**src/rtl/mem_arb_pkg.sv**
```systemverilog
// Shared types and widths for the imem/dmem memory port arbiter.
package mem_arb_pkg;

  localparam int unsigned DATA_WIDTH  = 64;
  localparam int unsigned FETCH_WIDTH = 64;
  localparam int unsigned SIZE_W      = $clog2(FETCH_WIDTH / 8);

  typedef enum logic {
    REQ_IMEM = 1'b0,
    REQ_DMEM = 1'b1
  } requester_e;

  typedef enum logic {
    IDLE = 1'b0,
    WAIT = 1'b1
  } arb_state_e;

  typedef struct packed {
    logic                   is_write;
    logic [DATA_WIDTH-1:0]  addr;
    logic [SIZE_W-1:0]      size;
    logic [FETCH_WIDTH-1:0] data;
  } mem_req_t;

endpackage

```
**src/rtl/mem_port_arbiter_if.sv**
```systemverilog
// Core-style memory port: busy / rd_en / wr_en / rdy plus address and data.
// The master drives requests; the slave answers with busy, rdy and read data.
interface mem_port_arbiter_if;

  logic                                rd_en;
  logic                                wr_en;
  logic [mem_arb_pkg::DATA_WIDTH-1:0]  addr;
  logic [mem_arb_pkg::SIZE_W-1:0]      wr_size;
  logic [mem_arb_pkg::FETCH_WIDTH-1:0] wr_data;
  logic                                busy;
  logic                                rdy;
  logic [mem_arb_pkg::FETCH_WIDTH-1:0] rd_data;

  modport master (
    output rd_en, wr_en, addr, wr_size, wr_data,
    input  busy, rdy, rd_data
  );

  modport slave (
    input  rd_en, wr_en, addr, wr_size, wr_data,
    output busy, rdy, rd_data
  );

endinterface

```
**src/rtl/mem_arb_req_buf.sv**
```systemverilog
// One-entry request buffer: load captures a request, clear retires it.
module mem_arb_req_buf
  import mem_arb_pkg::*;
(
  input  logic     clk,
  input  logic     rst,
  input  logic     load,
  input  logic     clear,
  input  mem_req_t req_in,
  output logic     valid,
  output mem_req_t req
);

  // Hold the request until it is issued downstream
  always_ff @(posedge clk) begin
    if (rst) begin
      valid <= 1'b0;
      req   <= '0;
    end else if (load) begin
      valid <= 1'b1;
      req   <= req_in;
    end else if (clear) begin
      valid <= 1'b0;
    end
  end

endmodule

```
**src/rtl/mem_port_arbiter.sv**
```systemverilog
// Shares one downstream memory port between the fetch (imem) and data (dmem)
// requesters, with one buffered request each and one transaction in flight.
// Build option: MEM_ARB_RR_EN selects round-robin tie-breaking; otherwise
// dmem has fixed priority.
module mem_port_arbiter
  import mem_arb_pkg::*;
(
  input  logic               clk,
  input  logic               rst,
  mem_port_arbiter_if.slave  imem,
  mem_port_arbiter_if.slave  dmem,
  mem_port_arbiter_if.master mem
);

  arb_state_e state, state_nxt;
  requester_e owner, winner;
  logic       imem_valid, dmem_valid;
  logic       imem_accept, dmem_accept, fire;
  mem_req_t   imem_in, dmem_in, imem_req, dmem_req, win_req;
  logic       unused_imem;

  // The fetch side never writes
  assign unused_imem = ^{imem.wr_en, imem.wr_size, imem.wr_data};

  assign imem.busy = imem_valid | ((state == WAIT) & (owner == REQ_IMEM));
  assign dmem.busy = dmem_valid | ((state == WAIT) & (owner == REQ_DMEM));

  assign imem_accept = imem.rd_en & ~imem.busy;
  assign dmem_accept = (dmem.rd_en | dmem.wr_en) & ~dmem.busy;

  assign imem_in = '{is_write: 1'b0, addr: imem.addr, size: '0, data: '0};
  assign dmem_in = '{is_write: dmem.wr_en, addr: dmem.addr,
                     size: dmem.wr_size, data: dmem.wr_data};

  assign fire    = (state == IDLE) & (imem_valid | dmem_valid) & ~mem.busy;
  assign win_req = (winner == REQ_DMEM) ? dmem_req : imem_req;

  mem_arb_req_buf u_imem_buf (
    .clk    (clk),
    .rst    (rst),
    .load   (imem_accept),
    .clear  (fire & (winner == REQ_IMEM)),
    .req_in (imem_in),
    .valid  (imem_valid),
    .req    (imem_req)
  );

  mem_arb_req_buf u_dmem_buf (
    .clk    (clk),
    .rst    (rst),
    .load   (dmem_accept),
    .clear  (fire & (winner == REQ_DMEM)),
    .req_in (dmem_in),
    .valid  (dmem_valid),
    .req    (dmem_req)
  );

`ifdef MEM_ARB_RR_EN
  requester_e rr_last;

  // Remember who was granted last; starts as dmem so imem wins the first tie
  always_ff @(posedge clk) begin
    if (rst)       rr_last <= REQ_DMEM;
    else if (fire) rr_last <= winner;
  end
`endif

  // Pick the buffer to issue from
  always_comb begin
    winner = REQ_IMEM;
    if (imem_valid && dmem_valid) begin
`ifdef MEM_ARB_RR_EN
      winner = (rr_last == REQ_DMEM) ? REQ_IMEM : REQ_DMEM;
`else
      winner = REQ_DMEM;
`endif
    end else if (dmem_valid) begin
      winner = REQ_DMEM;
    end
  end

  // State and owner registers
  always_ff @(posedge clk) begin
    if (rst) begin
      state <= IDLE;
      owner <= REQ_IMEM;
    end else begin
      state <= state_nxt;
      if (fire) owner <= winner;
    end
  end

  // Next state: issue moves to WAIT, downstream completion returns to IDLE
  always_comb begin
    state_nxt = state;
    case (state)
      IDLE:    if (fire)     state_nxt = WAIT;
      WAIT:    if (mem.rdy)  state_nxt = IDLE;
      default:               state_nxt = IDLE;
    endcase
  end

  // Issue strobes and completion forwarding, both combinational
  always_comb begin
    mem.rd_en    = 1'b0;
    mem.wr_en    = 1'b0;
    mem.addr     = '0;
    mem.wr_size  = '0;
    mem.wr_data  = '0;
    imem.rdy     = 1'b0;
    dmem.rdy     = 1'b0;
    imem.rd_data = '0;
    dmem.rd_data = '0;
    if (fire) begin
      mem.rd_en   = ~win_req.is_write;
      mem.wr_en   = win_req.is_write;
      mem.addr    = win_req.addr;
      mem.wr_size = win_req.size;
      mem.wr_data = win_req.data;
    end
    if ((state == WAIT) && mem.rdy) begin
      if (owner == REQ_IMEM) begin
        imem.rdy     = 1'b1;
        imem.rd_data = mem.rd_data;
      end else begin
        dmem.rdy     = 1'b1;
        dmem.rd_data = mem.rd_data;
      end
    end
  end

`ifndef SYNTHESIS
  logic late_rdy_ok;

  // Protocol checks; a completion orphaned by reset may legitimately arrive later
  always_ff @(posedge clk) begin
    if (rst)                             late_rdy_ok <= late_rdy_ok | (state == WAIT);
    else if (fire)                       late_rdy_ok <= 1'b0;
    else if ((state == IDLE) && mem.rdy) late_rdy_ok <= 1'b0;
    if (!rst && (state == IDLE) && mem.rdy && !late_rdy_ok)
      $error("mem_port_arbiter: spurious mem rdy while idle");
    if (!rst && dmem_accept && dmem.rd_en && dmem.wr_en)
      $fatal(1, "mem_port_arbiter: dmem read and write asserted together");
  end
`endif

endmodule

```
**src/flat_wrapper.sv**
```systemverilog
// flat-port wrapper written by rule: the top's interface ports become plain ports
module mem_port_arbiter_flat import mem_arb_pkg::*;
  (clk, rst, imem_rd_en, imem_wr_en, imem_addr, imem_wr_size, imem_wr_data, imem_busy, imem_rdy, imem_rd_data, dmem_rd_en, dmem_wr_en, dmem_addr, dmem_wr_size, dmem_wr_data, dmem_busy, dmem_rdy, dmem_rd_data, mem_rd_en, mem_wr_en, mem_addr, mem_wr_size, mem_wr_data, mem_busy, mem_rdy, mem_rd_data);
  mem_port_arbiter_if imem_i ();
  mem_port_arbiter_if dmem_i ();
  mem_port_arbiter_if mem_i ();
  input  logic clk;
  input  logic rst;
  input wire logic [$bits(imem_i.rd_en)-1:0] imem_rd_en;
  input wire logic [$bits(imem_i.wr_en)-1:0] imem_wr_en;
  input wire logic [$bits(imem_i.addr)-1:0] imem_addr;
  input wire logic [$bits(imem_i.wr_size)-1:0] imem_wr_size;
  input wire logic [$bits(imem_i.wr_data)-1:0] imem_wr_data;
  output wire logic [$bits(imem_i.busy)-1:0] imem_busy;
  output wire logic [$bits(imem_i.rdy)-1:0] imem_rdy;
  output wire logic [$bits(imem_i.rd_data)-1:0] imem_rd_data;
  input wire logic [$bits(dmem_i.rd_en)-1:0] dmem_rd_en;
  input wire logic [$bits(dmem_i.wr_en)-1:0] dmem_wr_en;
  input wire logic [$bits(dmem_i.addr)-1:0] dmem_addr;
  input wire logic [$bits(dmem_i.wr_size)-1:0] dmem_wr_size;
  input wire logic [$bits(dmem_i.wr_data)-1:0] dmem_wr_data;
  output wire logic [$bits(dmem_i.busy)-1:0] dmem_busy;
  output wire logic [$bits(dmem_i.rdy)-1:0] dmem_rdy;
  output wire logic [$bits(dmem_i.rd_data)-1:0] dmem_rd_data;
  output wire logic [$bits(mem_i.rd_en)-1:0] mem_rd_en;
  output wire logic [$bits(mem_i.wr_en)-1:0] mem_wr_en;
  output wire logic [$bits(mem_i.addr)-1:0] mem_addr;
  output wire logic [$bits(mem_i.wr_size)-1:0] mem_wr_size;
  output wire logic [$bits(mem_i.wr_data)-1:0] mem_wr_data;
  input wire logic [$bits(mem_i.busy)-1:0] mem_busy;
  input wire logic [$bits(mem_i.rdy)-1:0] mem_rdy;
  input wire logic [$bits(mem_i.rd_data)-1:0] mem_rd_data;
  assign imem_i.rd_en = imem_rd_en;
  assign imem_i.wr_en = imem_wr_en;
  assign imem_i.addr = imem_addr;
  assign imem_i.wr_size = imem_wr_size;
  assign imem_i.wr_data = imem_wr_data;
  assign imem_busy = imem_i.busy;
  assign imem_rdy = imem_i.rdy;
  assign imem_rd_data = imem_i.rd_data;
  assign dmem_i.rd_en = dmem_rd_en;
  assign dmem_i.wr_en = dmem_wr_en;
  assign dmem_i.addr = dmem_addr;
  assign dmem_i.wr_size = dmem_wr_size;
  assign dmem_i.wr_data = dmem_wr_data;
  assign dmem_busy = dmem_i.busy;
  assign dmem_rdy = dmem_i.rdy;
  assign dmem_rd_data = dmem_i.rd_data;
  assign mem_rd_en = mem_i.rd_en;
  assign mem_wr_en = mem_i.wr_en;
  assign mem_addr = mem_i.addr;
  assign mem_wr_size = mem_i.wr_size;
  assign mem_wr_data = mem_i.wr_data;
  assign mem_i.busy = mem_busy;
  assign mem_i.rdy = mem_rdy;
  assign mem_i.rd_data = mem_rd_data;
  mem_port_arbiter u_core (.clk(clk), .rst(rst), .imem(imem_i), .dmem(dmem_i), .mem(mem_i));
endmodule
```
**config.mk**
```make
export PLATFORM = sky130hd
export DESIGN_NAME = mem_port_arbiter_flat
export DESIGN_NICKNAME = d
export VERILOG_FILES = /design/src/rtl/mem_arb_pkg.sv /design/src/rtl/mem_port_arbiter_if.sv /design/src/rtl/mem_arb_req_buf.sv /design/src/rtl/mem_port_arbiter.sv /design/src/flat_wrapper.sv
export SDC_FILE = /design/constraint.sdc
export NUM_CORES = 1
export LEC_CHECK = 0
export CAP_MARGIN = 20
export CORE_AREA = 3 3 234 236
export DETAILED_ROUTE_END_ITERATION = 10
export DIE_AREA = 0 0 237 239
export PLACE_DENSITY = 0.55
export SLEW_MARGIN = 20
export SYNTH_ARGS = -nofsm -noshare
export SYNTH_HDL_FRONTEND = slang
export SYNTH_HIERARCHICAL = 1
export SYNTH_SLANG_ARGS = --single-unit
```
**constraint.sdc**
```tcl
create_clock -name clk -period 1.6 [get_ports clk]
set_input_delay 0.4 -clock clk [delete_from_list [all_inputs] [get_ports clk]]
set_output_delay 0.4 -clock clk [all_outputs]
set_load 0.02 [all_outputs]
```
==> metrics.md, run 1 <==
| Metric | Value |
|---|---|
| Status | complete, but fails checks |
| Failing checks | setup timing |
| Post-route core utilization | 45.2% |
| Hold Path Origin | rst |
| Worst clock skew | 0.0146 ns |
| Vias | 12600 |
| Site Rows | 84 |
| Maximum vdd drop | 0.000722 V |
| Critical path endpoint category | primary output |
| Skew-Pair Late Insertion Delay | 0.56 ns |
| CP cell instances | or2_4 > buf_12 > clkbuf_16 > buf_6 > nor2_4 > buf_6 |
| YS warnings | 6 |
| # setup viols final | 520 |
| Gate Count Post-Synth | 1411 |
| Core area | 52700 µm² |
| Residual DRC | 0 |
| Largest cells by area after synthesis | dfxtp_1 43%, mux2i_1 21%, nor2_1 15% |
| Number of hold violations in the final report | 0 |
| Max FO, Critical Path | 6 |
| Die Wd | 237 µm |
| Critical R2R Capture | u_core/u_dmem_buf/req[78] |
| Post-DP HPWL | 36200 µm |
| CTS Hold Bufs | 0 |
| Number of global-route vias before repair | 12500 |
| Worst slack, placed | -1.01 ns |
| Routability-driven placement congestion ratio | 0.814 |
| Hold Path Class | input port to flop |
| Cell Pwr Density | 853 nW/µm² |
| Critical path class | flop to primary output |
| Clock Pin Slew Worst Setup and Hold Paths | 0.07 ns |
| Mapped Area | 12500 µm² |
| CTS tree | yes |
| Yosys top cell area share | 43.0% |
| Die area | 56600 µm² |
| WP depth | 6 |
| Nature of the critical path startpoint | flop |
| Most used cell, CP | buf_6 |
| Final-stage net count | 2490 |
| Synth Register Bits | 268 |
| Fillers | 4988 |
| Pre-antenna DRT Iters | 4 |
| Leak | 9.83 nW |
| CP Capture Point | mem_wr_data[60] |
| Area Growth Syn to Fin | 90.8% |
| Worst EP required | 1.20 ns |
| Largest net degree at the start of global routing | 52 |
| Leading area contributor after synthesis | dfxtp_1 |
| DR iter-0 viols | 653 |
| Clock buffer depth | 3 |
| Hold depth | 2 |
| Initial Util | 23.7% |
| Die Height | 239 µm |
| Final slew viol count | 0 |
| Worst path bufs/invs | 4 |
| Fmax | 0.416 GHz |
| CTS root buffer | clkbuf_16 |
| Post-synthesis sequential area ratio | 43.0% |
| Crit path time final | 2.41 ns |
| CTS buffer count | 30 |
| Worst hold margin | 0.237 ns |
| Post-route ant nets | 0 |
| Slack of the critical path | -0.806 ns |
| Routed length per instance | 19.7 µm |
| Maximum Capacitance Violations | 0 |
| Crit path max-delay family | buffers and inverters |
| Global-route wire length before repair | 78800 µm |
| Gr ovfl total | 0 |
| Synth unique cells | 23 |
| Register-to-register setup slack | -0.28 ns |
| Io pins | 599 |
| Final wirelength | 56600 µm |
| RSZ-0062 raised after global routing | yes |
| Antenna violations before repair | 2 |
| Cell count of the worst reg-to-reg path | 8 |
| Total GRT Usage | 17.8% |
| H-tree level count | 1 |
| Via density | 4.38 |
| PortBufs | 530 |
| Crit path launch | u_core/state |
| CTS sink cnt | 268 |
| Crit path arrival time | 2.01 ns |
| Setup tns final | -210.60 ns |
| Worst path max stage delay | 0.39 ns |
| Reg-to-reg startpoint | u_core/u_dmem_buf/valid |
| Share of layout cells above drive strength 1 | 39.4% |
| Period utilization | 150% |
| CP max stage cell | dfxtp_4 |
| Post-synthesis area per instance | 8.84 µm² |
-- worst min path at each step --
stage / endpoint
after CTS: u_core/u_dmem_buf/req[131]
after global routing: u_core/u_imem_buf/req[5]
after floorplan: u_core/u_imem_buf/req[100]
after detailed placement: u_core/u_imem_buf/req[124]
final: u_core/u_dmem_buf/req[131]
after global placement: u_core/u_dmem_buf/req[38]
-- report_power, final --
part | switching [W] | internal (W) | total [W] | leakage (nW)
Combinational | 0.00287 | 0.00321 | 0.00608 | 7.16
Clock | 0.00284 | 0.00380 | 0.00664 | 0.462
Sequential | 0.000375 | 0.00722 | 0.00760 | 2.21
Total | 0.00608 | 0.0142 | 0.0203 | 9.83
-- layer usage --
metal	vias up	wire (µm)	global-route usage, %
li1	6171	-	-
met1	5981	26300	25.4
met2	372	26100	27.8
met3	47	3410	4.33
met4	0	772	2.80
met5	-	0	0
-- timing repair --
action                                  4_1_cts  5_1_grt
pin swaps                                    37      112
cloned                                       21       10
endpoints found under the setup margin      529      529
hold endpoints to repair                      0        0
resized for setup                          1164      605
buffers inserted                             55       52
-- stage by stage --
stage	total power, W	cells	area (µm²)
2_1_floorplan	0.0102	1478	13000
5_1_grt	0.0213	2868	23800
3_3_place_gp	0.0121	2684	19600
6_report	0.0203	2868	23800
4_1_cts	0.0200	2814	22400
3_5_place_dp	0.0122	2684	19600
-- registers in the layout, indices dropped and copies added (netlist names) --
| signal | cells |
|---|---|
| u_core/u_imem_buf/req | 132 |
| u_core/u_dmem_buf/req | 132 |
| u_core/state | 1 |
| u_core/u_imem_buf/valid | 1 |
| u_core/u_dmem_buf/valid | 1 |
| u_core/owner | 1 |
-- cells in the mapped netlist --
cell type	n
a21oi_1	4
a22oi_1	113
a22oi_2	20
and2_1	1
buf_1	8
buf_12	14
buf_2	41
buf_4	14
buf_6	17
buf_8	2
clkbuf_1	29
conb_1	1
dfxtp_1	268
inv_1	4
mux2i_1	264
nand2_1	66
nand2b_1	9
nor2_1	512
nor2_2	20
nor2b_1	1
o21ai_0	1
or2_1	1
or3b_2	1
-- cell families (layout without fill, tap and decap cells) --
kind of cell	Yosys count	in the layout	share of synthesized area [%]
AO/OA/AOI/OAI	138	138	9.00
AND/OR/NAND/NOR	611	611	19.1
multiplexers	264	264	21.2
buffers and inverters	129	830	7.74
flip-flops	268	268	43.0
other	1	69	0.0300
-- final cells by class --
cell class                      instances  area, µm²  share of cell area (%)
Tap cell                              688        861                    3.61
Inverter                                4       15.0                  0.0630
Clock inverter                         12       91.3                   0.384
Sequential cell                       268       5380                    22.6
Clock buffer                           43        841                    3.53
Antenna cell                            1       2.50                  0.0105
Timing Repair Buffer                  771       8590                    36.1
Multi-Input combinational cell       1081       8040                    33.7
-- placed cells by master, fill, tap and decap left out, types with 63 or more instances in the layout --
master and n:
a22oi_2 105, buf_12 63, buf_4 187, buf_6 179, clkdlybuf4s50_1 263, conb_1 68, dfxtp_1 264, mux2i_1 264
nor2_1 358, nor2_4 120
Power figures use the tool's default switching activity.
==> run 2: changes to the inputs <==
- PLACE_DENSITY: 0.55 -> default
- PLACE_DENSITY_LB_ADDON: default -> 0.05
- SLEW_MARGIN: 20 -> 0
==> run 2 against run 1 <==
The flow still finishes with violations (setup timing). Sequential cell count stayed put. Cell area is 5.7% lower. Global-route usage is 0.17 points lower. Non-clock buffer count is 69 lower. Sequential share of layout area is 1.3 points higher. Sequential power hardly changed. First-iteration DRC count is 16% lower. Maximum frequency is 4.3% higher. Setup slack better by 0.10 ns. Highest routed layer is now met5.
==> metrics.md, run 2 (same netlist as run 1, synthesis figures left out) <==
| Metric | Value |
|---|---|
| Status | complete, but fails checks |
| Failing checks | setup timing |
| Period utilization | 144% |
| Number of global-route vias before repair | 12100 |
| Slew headroom | 59.9% |
| Skew-Pair Late Insertion Delay | 0.53 ns |
| Crit path arrival time | 1.91 ns |
| Commonest non-fill, non-tap cells in the layout | 399 x nor2_1, 264 x mux2i_1, 264 x dfxtp_1 |
| H-tree level count | 2 |
| Io pins | 599 |
| Antenna violations before repair | 5 |
| Clock Pin Slew Worst Setup and Hold Paths | 0.06 ns |
| Vias | 12100 |
| Fmax | 0.434 GHz |
| Hold Path Origin | rst |
| Die area | 56600 µm² |
| CTS root buffer | clkbuf_16 |
| Maximum vdd drop | 0.000776 V |
| Worst clock skew | 0.0213 ns |
| Pre-antenna DRT Iters | 5 |
| Maximum Capacitance Violations | 0 |
| Cell Area, Placed | 19700 µm² |
| Nature of the critical path startpoint | flop |
| Routability-driven placement congestion ratio | 0.817 |
| CTS tree | yes |
| Number of hold violations in the final report | 0 |
| Most common cell after layout, fill and taps aside | nor2_1 |
| Initial Util | 23.7% |
| Die Height | 239 µm |
| Power, Total | 0.0201 W |
| Routed length per instance | 19.8 µm |
| CTS sink cnt | 268 |
| Reg-to-reg startpoint | u_core/u_dmem_buf/valid |
| Final wirelength | 55400 µm |
| Critical path class | flop to primary output |
| Post-route ant nets | 0 |
| Total GRT Usage | 17.7% |
| Worst-margin pin slew | 0.601 ns |
| Core area | 52700 µm² |
| Via density | 4.33 |
| Final-stage net count | 2425 |
| Largest net degree at the start of global routing | 76 |
| Area Growth Syn to Fin | 80.1% |
| Gr ovfl total | 0 |
| Residual DRC | 0 |
| Post-DP HPWL | 39200 µm |
| PortBufs | 530 |
| Final slew viol count | 0 |
| RSZ-0062 raised after global routing | yes |
| Hold Path Class | input port to flop |
| Cell Pwr Density | 896 nW/µm² |
| Global-route wire length before repair | 77600 µm |
| Crit path launch | u_core/state |
| Share of layout cells above drive strength 1 | 31.5% |
| Crit path time final | 2.31 ns |
| Critical path endpoint category | primary output |
| Largest regs | u_core/u_dmem_buf/req (132), u_core/u_imem_buf/req (132) |
| Post-route core utilization | 42.7% |
| CTS buffer count | 34 |
| Worst EP required | 1.20 ns |
| Leak | 9.48 nW |
| Site Rows | 84 |
| Multi-input gate area | 7560 µm² |
| Final Cell Area | 22500 µm² |
| Die Wd | 237 µm |
| Max FO, Critical Path | 8 |
| Register area | 5370 µm² |
| Fillers | 5262 |
| Clock buffer depth | 3 |
| Slack of the critical path | -0.706 ns |
| # setup viols final | 526 |
| DR iter-0 viols | 550 |
==> run 2: path summary, 6_finish.rpt <==
kind,endpoint,slack (ns),depth (start not counted)
worst max-delay path,mem_addr[29],-0.71,6
worst min-delay path,u_core/u_dmem_buf/req[36],0.23,2
worst max register to register,u_core/u_dmem_buf/req[76],-0.44,7
worst min register to register,u_core/u_imem_buf/req[82],0.49,2
==> run 2: power by group <==
part | internal [W] | total (W) | switching (W)
logic | 0.00279 | 0.00535 | 0.00256
registers | 0.00723 | 0.00760 | 0.000374
clock network | 0.00423 | 0.00717 | 0.00294
==> run 2: timing repair <==
| item | in CTS | in global routing |
|---|---|---|
| setup endpoints to repair | 529 | 530 |
| hold endpoints to repair | 0 | 0 |
| cloned | 6 | 19 |
| pin swaps | 4 | 85 |
| hold buffers | 0 | 0 |
| resized for setup | 695 | 519 |
| buffers inserted | 9 | 27 |
==> run 2: layout make-up <==
cell class	count	share of cell area [%]
well taps	688	3.83
multi-input cells	1081	33.6
flip-flops and latches	268	23.9
repair buffers	702	34.0
clock buffers	50	4.37
clock inverters	7	0.173
diodes	3	0.0334
inverters	4	0.0668
==> run 2: per-layer routing <==
layer	vias up	share of wire (%)	track usage, %
met5	-	0.038	0
met4	4	1.3	3.77
met3	56	5.5	4.35
met1	5759	45	23.8
met2	293	48	28.7
li1	6015	-	-
==> run 2: per-stage QoR <==
step	cells	hold WS, ns	TNS (ns)	setup slack [ns]
6_report	2803	0.230	-192.13	-0.706
5_1_grt	2800	0.223	-246.95	-0.770
4_1_cts	2755	0.199	-238.62	-0.831
3_5_place_dp	2683	0.483	-336.88	-1.10
3_3_place_gp	2683	0.473	-329.47	-1.10
2_1_floorplan	1478	0.461	-4.55	-0.0556
==> run 2: worst max-delay path, cell delays in order (launching register included) <==
cell	delay [ns]
dfxtp_2	0.34
or2_4	0.34
buf_12	0.20
buf_16	0.16
buf_6	0.12
nor2_4	0.08
buf_6	0.12
==> run 3: changes to the inputs <==
- CORE_AREA: 3 3 234 236 -> 2 2 233 235
- DIE_AREA: 0 0 237 239 -> 0 0 235 237
==> run 3 against run 2 <==
The flow still finishes with violations (setup timing). Clock power is 13% higher. Critical endpoint is now mem_wr_data[0]. Sequential power hardly changed. Non-clock buffer count is 77 higher. Count of clock-buffer cells in the layout is 1 higher. Core utilization is 3.2 points higher. Clock skew is 0.00084 ns lower. Largest power group is now clock. Largest cell class unchanged. Final cell count is 3.2% higher. Power is 8.4% higher.
==> metrics.md, run 3 (same netlist as run 1, synthesis figures left out) <==
| Metric | Value |
|---|---|
| Final wirelength | 55900 µm |
| Area Growth Syn to Fin | 95.7% |
| Setup tns final | -265.50 ns |
| Nature of the critical path startpoint | flop |
| Leak | 10.1 nW |
| CTS root buffer | clkbuf_16 |
| Hold Path Class | input port to flop |
| Number of hold violations in the final report | 0 |
| Skew-Pair Late Insertion Delay | 0.53 ns |
| Cell count of the worst reg-to-reg path | 13 |
| Status | complete, but fails checks |
| Global-route wire length before repair | 76000 µm |
| Maximum Capacitance Violations | 0 |
| Hold depth | 3 |
| Clock buffer depth | 3 |
| Routability-driven placement congestion ratio | 0.837 |
| # setup viols final | 532 |
| Hold Path Origin | rst |
| PortBufs | 530 |
| Pre-antenna DRT Iters | 4 |
| Gr ovfl total | 0 |
| Share of layout cells above drive strength 1 | 42.6% |
| Worst EP required | 1.20 ns |
| Io pins | 599 |
| Residual DRC | 0 |
| Crit path time final | 2.35 ns |
| Number of global-route vias before repair | 11900 |
| Failing checks | setup timing |
| Worst clock skew | 0.0205 ns |
| Period utilization | 147% |
| Crit path launch | u_core/u_imem_buf/valid |
| Commonest non-fill, non-tap cells in the layout | 333 x nor2_1, 264 x dfxtp_1, 263 x clkdlybuf4s50_1 |
| H-tree level count | 2 |
| Maximum vdd drop | 0.000700 V |
| Routed length per instance | 19.3 µm |
| Register-to-register setup slack | -0.51 ns |
| Clock Pin Slew Worst Setup and Hold Paths | 0.06 ns |
| Largest regs | u_core/u_dmem_buf/req (132), u_core/u_imem_buf/req (132) |
| Die Wd | 235 µm |
| Worst path max stage delay | 0.32 ns |
| CTS buffer count | 35 |
| DR iter-0 viols | 544 |
| CTS sink cnt | 268 |
| Final slew viol count | 0 |
| CP cell instances | nor2b_4 > buf_12 > buf_12 > buf_6 > buf_6 > a22oi_2 > nor2_4 > buf_6 |
| CTS tree | yes |
| Via density | 4.31 |
| Fmax | 0.425 GHz |
| Vias | 12500 |
| Most used cell, CP | buf_6 |
| Slack of the critical path | -0.752 ns |
| Reg-to-reg startpoint | u_core/state |
| RSZ-0062 raised after global routing | yes |
| Max FO, Critical Path | 9 |
| Hold Crit Endpoint | u_core/u_imem_buf/req[50] |
| Die Height | 237 µm |
| Core area | 53300 µm² |
| Crit path arrival time | 1.95 ns |
| Cell Pwr Density | 893 nW/µm² |
| Post-DP HPWL | 38200 µm |
| Worst slack, placed | -1.04 ns |
| Antenna violations before repair | 5 |
| Final-stage net count | 2504 |
| Critical R2R Capture | u_core/u_dmem_buf/req[75] |
| Total GRT Usage | 17.6% |
| Final Cell Area | 24400 µm² |
| Largest net degree at the start of global routing | 82 |
| Cell Area, Placed | 19700 µm² |
| Site Rows | 85 |
| Most common cell after layout, fill and taps aside | nor2_1 |
| Die area | 55700 µm² |
| Critical path endpoint category | primary output |
| CTS Hold Bufs | 0 |
| Initial Util | 23.4% |
| Worst hold margin | 0.330 ns |
| Post-route ant nets | 0 |
| Critical path class | flop to primary output |
| CP max stage cell | dfxtp_2 |
-- run 3: changes by cell type in the layout (fill, tap and decap cells not counted), moves of 24 or more --
cell           change
a22oi_1           +33
a22oi_2           -33
buf_4             +69
buf_6             +81
dlygate4sd2_1     -87
nand2_1           -53
nand2_4           +31
nor2_1            -66
nor2_2            +42
nor2_4            +24
-- run 3: power breakdown --
part / leakage, nW / switching [W] / total, W / internal, W
combinational: 7.35 / 0.00284 / 0.00615 / 0.00331
clock: 0.586 / 0.00309 / 0.00809 / 0.00500
sequential: 2.21 / 0.000362 / 0.00759 / 0.00723
-- run 3: worst max-delay path by stage --
stage,endpoint,cells after the start
floorplan,mem_wr_data[48],4
global placement,mem_wr_data[46],5
detailed placement,mem_addr[32],5
CTS,mem_wr_data[11],4
global route,mem_addr[1],7
finish,mem_wr_data[0],8
-- run 3: area by class of cell --
type                            instances  area, µm²
Antenna cell                            1       2.50
Clock buffer                           51       1040
Clock inverter                         11        145
Fill cell                            5100      28900
Inverter                                4       20.0
Multi-Input combinational cell       1082       8210
Sequential cell                       268       5380
Tap cell                              696        871
Timing Repair Buffer                  779       8760
-- run 3: timing repair --
item | in CTS | in global routing
pin swaps | 2 | 125
endpoints found under the setup margin | 531 | 531
setup buffers | 4 | 98
gates cloned | 2 | 28
resized for setup | 619 | 1262
-- run 3: routing by layer --
metal	wire [µm]	global-route usage, %
met1	26000	24.5
met2	26000	27.6
met3	2720	3.74
met4	1070	4.41
met5	53	0
-- run 3: per-stage QoR --
stage / std cells / util [%] / total power [W]
2_1_floorplan: 1478 / - / 0.0102
3_5_place_dp: 2697 / 36.9 / 0.0122
4_1_cts: 2765 / 39.4 / 0.0206
5_1_grt: 2892 / 45.8 / 0.0228
6_report: 2892 / 45.8 / 0.0218
3_3_place_gp: 2697 / 36.9 / 0.0122
-- run 3: worst max-delay path, delay by kind of cell (launching register included) --
family	cells	cell delay (ns)
AOI/OAI and AO/OA	1	0.24
buffers and inverters	5	0.63
and+or+nand+nor	2	0.20
DFF	1	0.32
